--- src/rtl/spart_pkg.sv ---
// Shared SPART definitions: line-state encoding and frame geometry.
// Used by spart_tx today and by spart_rx later.
package spart_pkg;

  typedef enum logic [1:0] {
    IDLE  = 2'b00,
    START = 2'b01,
    DATA  = 2'b10,
    STOP  = 2'b11
  } spart_state_t;

  localparam int START_BITS = 1;
  localparam int DATA_BITS  = 8;
  localparam int STOP_BITS  = 1;
  localparam int FRAME_BITS = START_BITS + DATA_BITS + STOP_BITS;
  localparam int BIT_CNT_W  = $clog2(DATA_BITS);

endpackage

--- src/rtl/spart_fifo.sv ---
// Synchronous FIFO with occupancy count; head word is visible on dout
// without a read latency so the consumer can load it on the pop edge.
module spart_fifo #(
  parameter  int DEPTH = 4,
  parameter  int WIDTH = 8,
  localparam int PTR_W = $clog2(DEPTH),
  localparam int CNT_W = $clog2(DEPTH + 1)
) (
  input  logic             clk,
  input  logic             rst,
  input  logic             push,
  input  logic [WIDTH-1:0] din,
  input  logic             pop,
  output logic [WIDTH-1:0] dout,
  output logic             full,
  output logic             empty,
  output logic [CNT_W-1:0] count
);

  logic [WIDTH-1:0] mem [DEPTH];
  logic [PTR_W-1:0] wr_ptr;
  logic [PTR_W-1:0] rd_ptr;
  logic             do_push;
  logic             do_pop;

  // full is taken from the pre-edge count, so a same-cycle pop never frees a slot for a push
  assign do_push = push && !full;
  assign do_pop  = pop && !empty;

  always_ff @(posedge clk or posedge rst) begin
    if (rst) begin
      wr_ptr <= '0;
      rd_ptr <= '0;
      count  <= '0;
    end else begin
      if (do_push) wr_ptr <= wr_ptr + 1'b1;
      if (do_pop)  rd_ptr <= rd_ptr + 1'b1;
      case ({do_push, do_pop})
        2'b10:   count <= count + 1'b1;
        2'b01:   count <= count - 1'b1;
        default: count <= count;
      endcase
    end
  end

  always_ff @(posedge clk) begin
    if (do_push) mem[wr_ptr] <= din;
  end

  assign dout  = mem[rd_ptr];
  assign full  = (count == CNT_W'(DEPTH));
  assign empty = (count == '0);

endmodule

--- src/rtl/spart_tx.sv ---
// SPART transmitter: buffers bytes and sends 8N1 frames, LSB first,
// with the bit period latched from baud_div at each frame start.
module spart_tx
  import spart_pkg::*;
#(
  parameter  int DEPTH = 4,
  parameter  int DIV_W = 16,
  localparam int CNT_W = $clog2(DEPTH + 1)
) (
  input  logic             clk,
  input  logic             rst,
  input  logic             wr_en,
  input  logic [7:0]       wr_data,
  input  logic [DIV_W-1:0] baud_div,
  output logic             txd,
  output logic             full,
  output logic             empty,
  output logic [CNT_W-1:0] count,
  output logic             busy,
  output logic             ovf
);

  spart_state_t           state, state_d;
  logic [DIV_W-1:0]       baud_cnt;
  logic [DIV_W-1:0]       div_q;
  logic [DATA_BITS-1:0]   shift;
  logic [BIT_CNT_W-1:0]   bit_cnt;
  logic [DATA_BITS-1:0]   head;
  logic                   pop;
  logic                   bit_done;
  logic                   txd_d;

  spart_fifo #(.DEPTH(DEPTH), .WIDTH(DATA_BITS)) u_fifo (
    .clk   (clk),
    .rst   (rst),
    .push  (wr_en),
    .din   (wr_data),
    .pop   (pop),
    .dout  (head),
    .full  (full),
    .empty (empty),
    .count (count)
  );

  assign bit_done = (baud_cnt == '0);
  assign busy     = (state != IDLE);

  always_comb begin
    state_d = state;
    pop     = 1'b0;
    txd_d   = txd;
    unique case (state)
      IDLE: begin
        txd_d = 1'b1;
        if (!empty) begin
          pop     = 1'b1;
          state_d = START;
          txd_d   = 1'b0;
        end
      end
      START: begin
        if (bit_done) begin
          state_d = DATA;
          txd_d   = shift[0];
        end
      end
      DATA: begin
        if (bit_done) begin
          if (bit_cnt == BIT_CNT_W'(DATA_BITS - 1)) begin
            state_d = STOP;
            txd_d   = 1'b1;
          end else begin
            txd_d = shift[1];
          end
        end
      end
      STOP: begin
        // chain straight into the next start bit when a byte is waiting
        if (bit_done) begin
          if (!empty) begin
            pop     = 1'b1;
            state_d = START;
            txd_d   = 1'b0;
          end else begin
            state_d = IDLE;
          end
        end
      end
      default: state_d = IDLE;
    endcase
  end

  always_ff @(posedge clk or posedge rst) begin
    if (rst) begin
      state    <= IDLE;
      txd      <= 1'b1;
      baud_cnt <= '0;
      bit_cnt  <= '0;
      ovf      <= 1'b0;
    end else begin
      state <= state_d;
      txd   <= txd_d;
      ovf   <= wr_en && full;
      if (pop)                  baud_cnt <= baud_div;
      else if (state != IDLE)   baud_cnt <= bit_done ? div_q : baud_cnt - 1'b1;
      if (pop)                          bit_cnt <= '0;
      else if (state == DATA && bit_done) bit_cnt <= bit_cnt + 1'b1;
    end
  end

  always_ff @(posedge clk) begin
    if (pop) begin
      shift <= head;
      div_q <= baud_div;
    end else if (state == DATA && bit_done) begin
      shift <= shift >> 1;
    end
  end

endmodule

--- config.mk ---
export PLATFORM = sky130hd
export DESIGN_NAME = spart_tx
export DESIGN_NICKNAME = d
export VERILOG_FILES = /design/src/rtl/spart_pkg.sv /design/src/rtl/spart_fifo.sv /design/src/rtl/spart_tx.sv
export SDC_FILE = /design/constraint.sdc
export NUM_CORES = 1
export LEC_CHECK = 0
export CAP_MARGIN = 20
export CORE_MARGIN = 3
export CORE_UTILIZATION = 40
export CTS_CLUSTER_SIZE = 14
export DETAILED_ROUTE_END_ITERATION = 8
export PLACE_DENSITY = 0.63
export SYNTH_ARGS = -nofsm -noshare
export SYNTH_HDL_FRONTEND = slang
export SYNTH_SLANG_ARGS = --single-unit
export TNS_END_PERCENT = 30
--- constraint.sdc ---
create_clock -name clk -period 5.5 [get_ports clk]
set_input_delay 0.825 -clock clk [delete_from_list [all_inputs] [get_ports clk]]
set_output_delay 0.825 -clock clk [all_outputs]
set_load 0.03 [all_outputs]
==> results of run 1 <==
per-stage QoR:
stage               cell area, um2  utilization, %
global placement              4430            47.1
global route                  4630            49.2
detailed placement            4430            47.1
finish                        4630            49.2
floorplan                     3950               -
CTS                           4630            49.2
area by class of cell:
type                       instances  area share, %
multi-input combinational        205           30.5
inverter                          19           1.54
clock inverter                     6           1.49
timing repair buffer              36           7.68
tap                              129           3.49
clock buffer                      10           2.76
sequential                        86           52.6
kinds of logic after synthesis:
family / count (synthesis)
AOI/OAI and AO/OA: 58
xor gates and xnor gates: 8
and+or+nand+nor: 109
buffers and inverters: 31
DFF: 86
adders and majority gates: 14
muxes: 16
routing by layer:
| metal | wire length (um) | GRT usage, % |
|---|---|---|
| met5 | 0 | 0 |
| met3 | 294 | 4.16 |
| met2 | 3740 | 23.9 |
| met4 | 46 | 4.78 |
| met1 | 3380 | 18.4 |
sequential cells by signal (all words and copies together), names as in the netlist:
signal,cells
u_fifo.mem,32
baud_cnt,16
div_q,16
shift,8
bit_cnt,3
u_fifo.count,3
state,2
u_fifo.rd_ptr,2
u_fifo.wr_ptr,2
ovf,1
txd,1
where the power goes:
part / switching [mW] / total (mW) / internal [mW]
clock: 0.231 / 0.445 / 0.214
sequential: 0.162 / 1.08 / 0.917
combinational: 0.473 / 0.840 / 0.366
total: 0.866 / 2.36 / 1.50
worst max-delay path, stage by stage, from the launching register on:
cell,delay (ps)
dfrtp_1,440
nor4_1,590
and4_1,630
a31oi_4,120
buf_4,270
inv_1,410
ha_1,270
inv_1,60
fa_1,380
xor2_1,160
nor2_1,110
xor2_1,170
placed cells by master (no fill, tap or decap), types with 9 or more instances in the layout:
cell             count
nand2_1             38
edfxtp_1            56
nor2_1              34
clkbuf_8             9
ha_1                13
dfrtp_1             29
o21ai_0             12
inv_1               19
a21oi_1             17
clkdlybuf4s50_1     34
final timing paths:
path	start	to	slack, ps	depth (start not counted)
max reg2reg	baud_cnt[6]$_DFFE_PP0P_	u_fifo.count[2]$_DFFE_PP0P_	1800	11
min	shift[2]$_DFFE_PP_	shift[1]$_DFFE_PP_	530	2
min in group asynchronous	rst	u_fifo.wr_ptr[0]$_DFFE_PP0P_	850	3
min reg2reg	shift[2]$_DFFE_PP_	shift[1]$_DFFE_PP_	530	2
max	baud_cnt[6]$_DFFE_PP0P_	u_fifo.count[2]$_DFFE_PP0P_	1800	11
max in group asynchronous	rst	txd$_DFFE_PP1P_	4290	3
==> run metrics, run 1 <==
Die Span Y=105 um; Core ar.=9420 um2; unrepaired setup endpoints after global routing=no; Seq/Total Area, Yosys=61.6%; Post-CTS Hold Fix Bufs=0; Adder-Cell Fraction of Synth Area=about 4.6%; Data required, critical path=around 5800 ps; Routed WL per cell=15.2 um; syn_area_per_cell=12.3 um2; first-pass GRT wire length=12,900 um; Num CTS Buffers=9; Worst Clk Skew=10.1 ps; fill count=approximately 840; Synth Cell Area=~4000 um2; number of global-route vias before repair=2,630; final slew viol count=0; async set-reset flop share out of synthesis=34.9%; Layout area overhead=17.1%; startpoint types=register; Avg Vias per Cell=just over 5; worst hold-check path type=reg -> reg; CP Capture Type=register; Synth Instances=around 320; leakage=1.78 nW; Port Buf Inserts=34; DRC Markers=0; minimum clock period=3700 ps; Max-slew headroom=45.9%; GP Congestion=0.789; power consumption=between 2 and 2.5 mW; largest net degree at the start of global routing=41; Global Route Usage Sum=roughly 14%; most frequent cell after synthesis=edfxtp_1; Root Driver=clkbuf_8; Power Density=between 500 and 600 nW/um2; chip width=105 um; # Post-CTS Setup Buffers=0; ranking of synthesized cells by area=edfxtp_1 43%, dfrtp_1 18%, mux4_2 4.6%; Starting DRT DRC Count=around 120; post-route ant nets=0; Worst VDD drop=0.207 mV; area leader, netlist=edfxtp_1; CTS tree=built; n_diodes=0; 1st-pass router iterations=4; Synth cell types=49; Worst Path Max Fanout=40; Initial Util=42.0%; post-synthesis net count=363; Synth Warn #=0; initial antenna violation count=0; clock sink count=86; EDFF count, synth=56; vias=2,491; status=complete, no violations; Synth Area in Compound Gates=9.15%; simple-gate share of the synthesized area=13.0%; clock latency reported for the late side of the worst-skew pair=350 ps; area occupied by multi-input gates=1410 um2; post-synth top area share=42.6%; f_max=approximately 270 MHz; Detailed Route WL=~7500 um; H-Tree Depth=3; CP arrival=3970 ps; ys flop type=edfxtp_1; final setup fails=0; DP HPWL=5010 um; Slew @ Worst Pin=~810 ps; Placement Rows=35; grt ovf=0; largest family of logic cells by synthesized area=simple AND/OR/NAND/NOR gates; Ports=35; Layout Nets=398; Reg area=~2400 um2; Final WS setup=between 1500 and 2000 ps; Fin Hold WS=roughly 530 ps; fin crit share=between 60% and 70%; post-place setup slack=1810 ps; Max Cap Viol=0; CTS Buffer Depth=2; Post-synth top cells=56 x edfxtp_1, 38 x nand2_1, 34 x nor2_1; #FFs+latches synth=86; CP Class=reg -> reg; post-synthesis mux area share=between 6 and 7%; Final Hold Viols=0; fin cells=~490; XOR/XNOR Fraction of Synth Area=1.77%; clock-pin slew on the worst setup and hold paths=90 ps; die area=between 10,000 and 15,000 um2; setup_tns=0 ps; dpl cells=475; layout cells sized above 1=9.39%; post-CTS resize count=0
(Power assumes the default switching activity.)
==> inputs of run 2 (changes only) <==
PLACE_DENSITY = 0.65   (was 0.63)
clock period = 3.16 ns   (was 5.5 ns; I/O delays follow)
==> run 2 against run 1 <==
Effect of this change: via count increased by 2.7%; register-to-register slack worse by 1300 ps; utilization up 0.31 points; largest power group unchanged; non-clock buffer count grew 6; count of clock-buffer cells in the layout unchanged; sequential cell count did not move; clock skew grew 3.3 ps; critical endpoint unchanged; critical path depth decreased by 1; die area did not move.
==> run metrics, run 2 (same netlist as run 1, synthesis figures left out) <==
status=complete, no violations; Area after DPL=between 4000 and 5000 um2; Final Cell Area=4660 um2; first-pass GRT wire length=12,900 um; fin cells=~500; GRT Max-Usage Layer=met2; commonest non-fill, non-tap cell in the layout=edfxtp_1; chip width=105 um; Die Span Y=between 100 and 150 um; met1 Use GR=18.6%; CP Class=reg -> reg; 1st-pass router iterations=4; number of global-route vias before repair=2,636; Max-slew headroom=53.1%; fin crit share=a little under nine tenths; Initial Util=42.0%; Avg Vias per Cell=~5.1; Final WS setup=457 ps; Power Density=between 800 and 900 nW/um2; Starting DRT DRC Count=approximately 120; final core area utilization=between 40 and 50%; largest net degree at the start of global routing=40; DRC Markers=0; DP HPWL=5220 um; clock latency reported for the late side of the worst-skew pair=approximately 360 ps; Placement Rows=35; Worst Path Max Fanout=7; Regs by FF count=u_fifo.mem x32, baud_cnt x16, div_q x16; final slew viol count=0; GP Congestion=0.805; Post-CTS Hold Fix Bufs=0; H-Tree Depth=3; CTS Buffer Depth=2; Fin Hold WS=515 ps; power consumption=4.08 mW; post-route ant nets=0; CP Capture Type=register; leakage=approximately 1.8 nW; most frequent cells in the layout=56 x edfxtp_1, 38 x nand2_1, 34 x nor2_1, 34 x clkdlybuf4s50_1, 29 x dfrtp_1; die area=11,100 um2; CTS tree=built; Reg area=2430 um2; setup_tns=0 ps; minimum clock period=2700 ps; initial antenna violation count=0; area occupied by multi-input gates=1410 um2; max FFs per register=32; Critical R2R Launch=baud_cnt[6]$_DFFE_PP0P_; Largest Register=u_fifo.mem; Data required, critical path=3440 ps; Num CTS Buffers=9; post-CTS resize count=0; Worst VDD drop=0.421 mV; clock sink count=86; n_diodes=0; Core ar.=9420 um2; crit path from=baud_cnt[6]$_DFFE_PP0P_; met2 usage=about a quarter; clock-pin slew on the worst setup and hold paths=90 ps; Routed WL per cell=15.0 um; Worst Clk Skew=13.4 ps; grt ovf=0; CP arrival=2990 ps; fill count=844; final setup fails=0; worst hold-check path type=in -> async; layout cells sized above 1=10.9%; Detailed Route WL=7460 um; Max Cap Viol=0; Root Driver=clkbuf_8; dpl cells=481; Layout area overhead=17.9%; startpoint types=register; Ports=35; grt met3 use=under 10%; unrepaired setup endpoints after global routing=no; Final Hold Viols=0; f_max=370 MHz; vias=2,559; Slew @ Worst Pin=702 ps; Layout Nets=~400; Port Buf Inserts=34; # Post-CTS Setup Buffers=0; Global Route Usage Sum=14.6%; post-place setup slack=459 ps
-- run 2: cell count changes in the layout (fill, tap and decap cells not counted), sizes merged --
| cell | before | now |
|---|---|---|
| clkinv | 1 | 0 |
| bufinv | 1 | 0 |
| buf | 2 | 8 |
| inv | 22 | 23 |
| clkinvlp | 1 | 2 |
-- run 2: final timing paths --
| path | endpoint | slack, ps | depth (start not counted) |
|---|---|---|---|
| max in group asynchronous | baud_cnt[13]$_DFFE_PP0P_ | 1930 | 3 |
| min | u_fifo.count[1]$_DFFE_PP0P_ | 520 | 2 |
| min reg2reg | shift[1]$_DFFE_PP_ | 530 | 2 |
| max reg2reg | u_fifo.count[2]$_DFFE_PP0P_ | 460 | 10 |
| min in group clk | shift[1]$_DFFE_PP_ | 530 | 2 |
| max | u_fifo.count[2]$_DFFE_PP0P_ | 460 | 10 |
-- run 2: cell type report --
| cell class | count | share of cell area [%] |
|---|---|---|
| inverter | 19 | 1.53 |
| multi-input combinational | 205 | 30.3 |
| timing repair buffer | 42 | 8.60 |
| sequential | 86 | 52.3 |
| clock inverter | 6 | 1.13 |
| tap | 129 | 3.47 |
| clock buffer | 10 | 2.74 |
-- run 2: where the power goes --
part	switching, mW	internal, mW	total [mW]
logic	0.825	0.666	1.49
clock network	0.413	0.300	0.713
registers	0.283	1.59	1.88
total	1.52	2.56	4.08
-- run 2: critical path: stages (launching register included) --
cell and delay (ps):
dfrtp_1 440, nor4_1 580, and4_1 380, a31oi_4 110, inv_1 100, ha_1 180, inv_1 60, fa_1 370
xor2_1 150, nor2_1 110, xor2_1 160
-- run 2: layer usage --
metal / routed length, um / up-vias
li1: - / 1262
met1: 3420 / 1246
met2: 3610 / 46
met3: 356 / 5
met4: 74 / 0
met5: 0 / -
==> inputs of run 3 (changes only) <==
ABC_AREA = 1   (was not set)
CORE_ASPECT_RATIO = 1.1   (was not set)
SKIP_CTS_REPAIR_TIMING = 1   (was not set)
==> run 3 against run 2 <==
Effect of this change: clock skew fell by 1.7 ps; die area is 7.3% higher; highest routed layer unchanged; final cell count up 29%; first-iteration DRC count grew 0.86%; sequential power increased by 4%; clock power up 3.8%.
==> run metrics, run 3 <==
CTS Buffer Depth=2; Layout Nets=539; largest net degree at the start of global routing=35; CP Class=reg -> out; Detailed Route WL=slightly below 9000 um; switching power total=roughly 2.2 mW; async set-reset flop share out of synthesis=34.9%; first-pass GRT wire length=15,100 um; Worst VDD drop=0.393 mV; EDFF count, synth=56; Clock power frac=15.1%; Worst Clk Skew=11.7 ps; Max Cap Viol=0; #FFs+latches synth=86; CP Capture Type=output port; Power Density=approximately 1000 nW/um2; power consumption=4.90 mW; clock sink count=between 80 and 90; Largest Register=u_fifo.mem; DP HPWL=just over 6000 um; clock-pin slew on the worst setup and hold paths=100 ps; Num CTS Buffers=9; Placement Rows=38; Routed WL per cell=around 14 um; Root Driver=clkbuf_8; initial antenna violation count=0; setup_tns=0 ps; Port Buf Inserts=34; fin crit share=90.4%; met1 Use GR=20.2%; final slew viol count=0; n_diodes=0; leakage=2.12 nW; GP Congestion=0.852; Avg Vias per Cell=4.94; DRC Markers=0; Fin Hold WS=slightly below 500 ps; Seq/Total Area, Yosys=between 50 and 60%; Global Route Usage Sum=15.6%; Data required, critical path=2690 ps; Synth Cell Area=around 4300 um2; sequential power share=39.7%; Synth Warn #=0; Final Hold Viols=0; grt met3 use=3.21%; area leader, netlist=edfxtp_1; unrepaired setup endpoints after global routing=no; CP arrival=2380 ps; Starting DRT DRC Count=117; Die Span Y=~110 um; Layout area overhead=16.7%; CTS tree=built; worst hold-check path type=in -> async; Logic pwr share=a little under half; grt ovf=0; H-Tree Depth=3; f_max=approximately 350 MHz; Max-slew headroom=a little under two thirds; ranking of synthesized cells by area=edfxtp_1 39%, dfrtp_1 17%, nand2_1 11%; final core area utilization=49.1%; Ports=35; Slew @ Worst Pin=549 ps; startpoint types=register; die area=11,900 um2; Worst Path Max Fanout=20; Synth Instances=around 460; Post-synth top cells=122 x nand2_1, 56 x edfxtp_1, 53 x nor2_1; most frequent cells in the layout=122 x nand2_1, 56 x edfxtp_1, 53 x nor2_1, 45 x nand3_1, 38 x inv_1; layout cells sized above 1=8.35%; commonest non-fill, non-tap cell in the layout=nand2_1; 1st-pass router iterations=4; clock latency reported for the late side of the worst-skew pair=roughly 370 ps; ys flop type=edfxtp_1; switching fraction of total power=43.9%; P_int=roughly 2.7 mW; post-route ant nets=0; post-place setup slack=573 ps; post-synthesis net count=497; post-synth top area share=about two fifths; Final WS setup=303 ps; GRT Max-Usage Layer=met2; R2R depth=14; Regs by FF count=u_fifo.mem x32, baud_cnt x16, div_q x16; minimum clock period=2860 ps; final setup fails=0; chip width=roughly 100 um; Core ar.=10,100 um2; most frequent cell after synthesis=nand2_1; status=complete, no violations; Initial Util=between 40% and 50%; syn_area_per_cell=9.34 um2; number of global-route vias before repair=3,170; max FFs per register=32; met2 usage=26.0%; vias=around 3,200; Synth cell types=33
run 3: changes by cell type after synthesis, sizes merged, moves of 9 or more:
cell | previous run | this run
a21oi | 17 | 8
nand2 | 38 | 125
nor2 | 34 | 57
inv | 19 | 40
o21ai | 12 | 30
nand3 | 3 | 47
run 3: metrics by stage:
step                      instances  instance area (um2)
after CTS                       643                 4970
after global routing            643                 4970
after floorplan                 456                 4260
final                           643                 4970
after detailed placement        627                 4780
after global placement          627                 4780
run 3: path summary, 6_finish.rpt:
check	startpoint	end	slack, ps
min reg2reg	div_q[0]$_DFFE_PN_	baud_cnt[0]$_DFFE_PP0P_	510
max in group asynchronous	rst	txd$_DFFE_PP1P_	2330
min in group clk	div_q[0]$_DFFE_PN_	baud_cnt[0]$_DFFE_PP0P_	510
min	rst	baud_cnt[3]$_DFFE_PP0P_	490
max reg2reg	baud_cnt[0]$_DFFE_PP0P_	u_fifo.count[2]$_DFFE_PP0P_	550
max	state[0]$_DFFE_PP0P_	busy	300
run 3: power by group through the flow:
stage / clock network (mW) / registers [mW] / logic [mW]
3_5_place_dp: 0 / 1.97 / 2.23
6_report: 0.740 / 1.95 / 2.21
3_3_place_gp: 0 / 1.95 / 2.19
4_1_cts: 0.762 / 1.95 / 2.24
2_1_floorplan: 0 / 1.92 / 1.64
5_1_grt: 0.817 / 2.00 / 2.56
run 3: cell families after synthesis:
family / after synthesis / share of synthesized area, %
compound gates: 52 / 6.82
xor+xnor: 11 / 2.26
fa+ha+maj: 14 / 4.29
buf+inv: 54 / 5.26
flops: 86 / 57.2
simple gates: 239 / 24.2
run 3: per-layer routing:
metal	vias up	wire length [um]	part of all wire [%]
met5	-	0	0
met4	0	138	1.6
met3	12	341	3.9
met2	67	4350	49
met1	1506	3960	45
li1	1592	-	-
run 3: area by class of cell:
type | instances | area, um2
Clock buffer | 9 | 124
Inverter | 41 | 154
Sequential cell | 86 | 2430
Timing Repair Buffer | 44 | 415
Multi-Input combinational cell | 316 | 1600
Tap cell | 140 | 175
Fill cell | 951 | 5160
Clock inverter | 7 | 66.3
run 3: worst max-delay path, stage by stage, from the launching register on:
cell and delay (ps):
dfrtp_1 440, inv_1 130, ha_1 180, buf_4 260, clkinv_1 310, clkdlybuf4s50_1 690
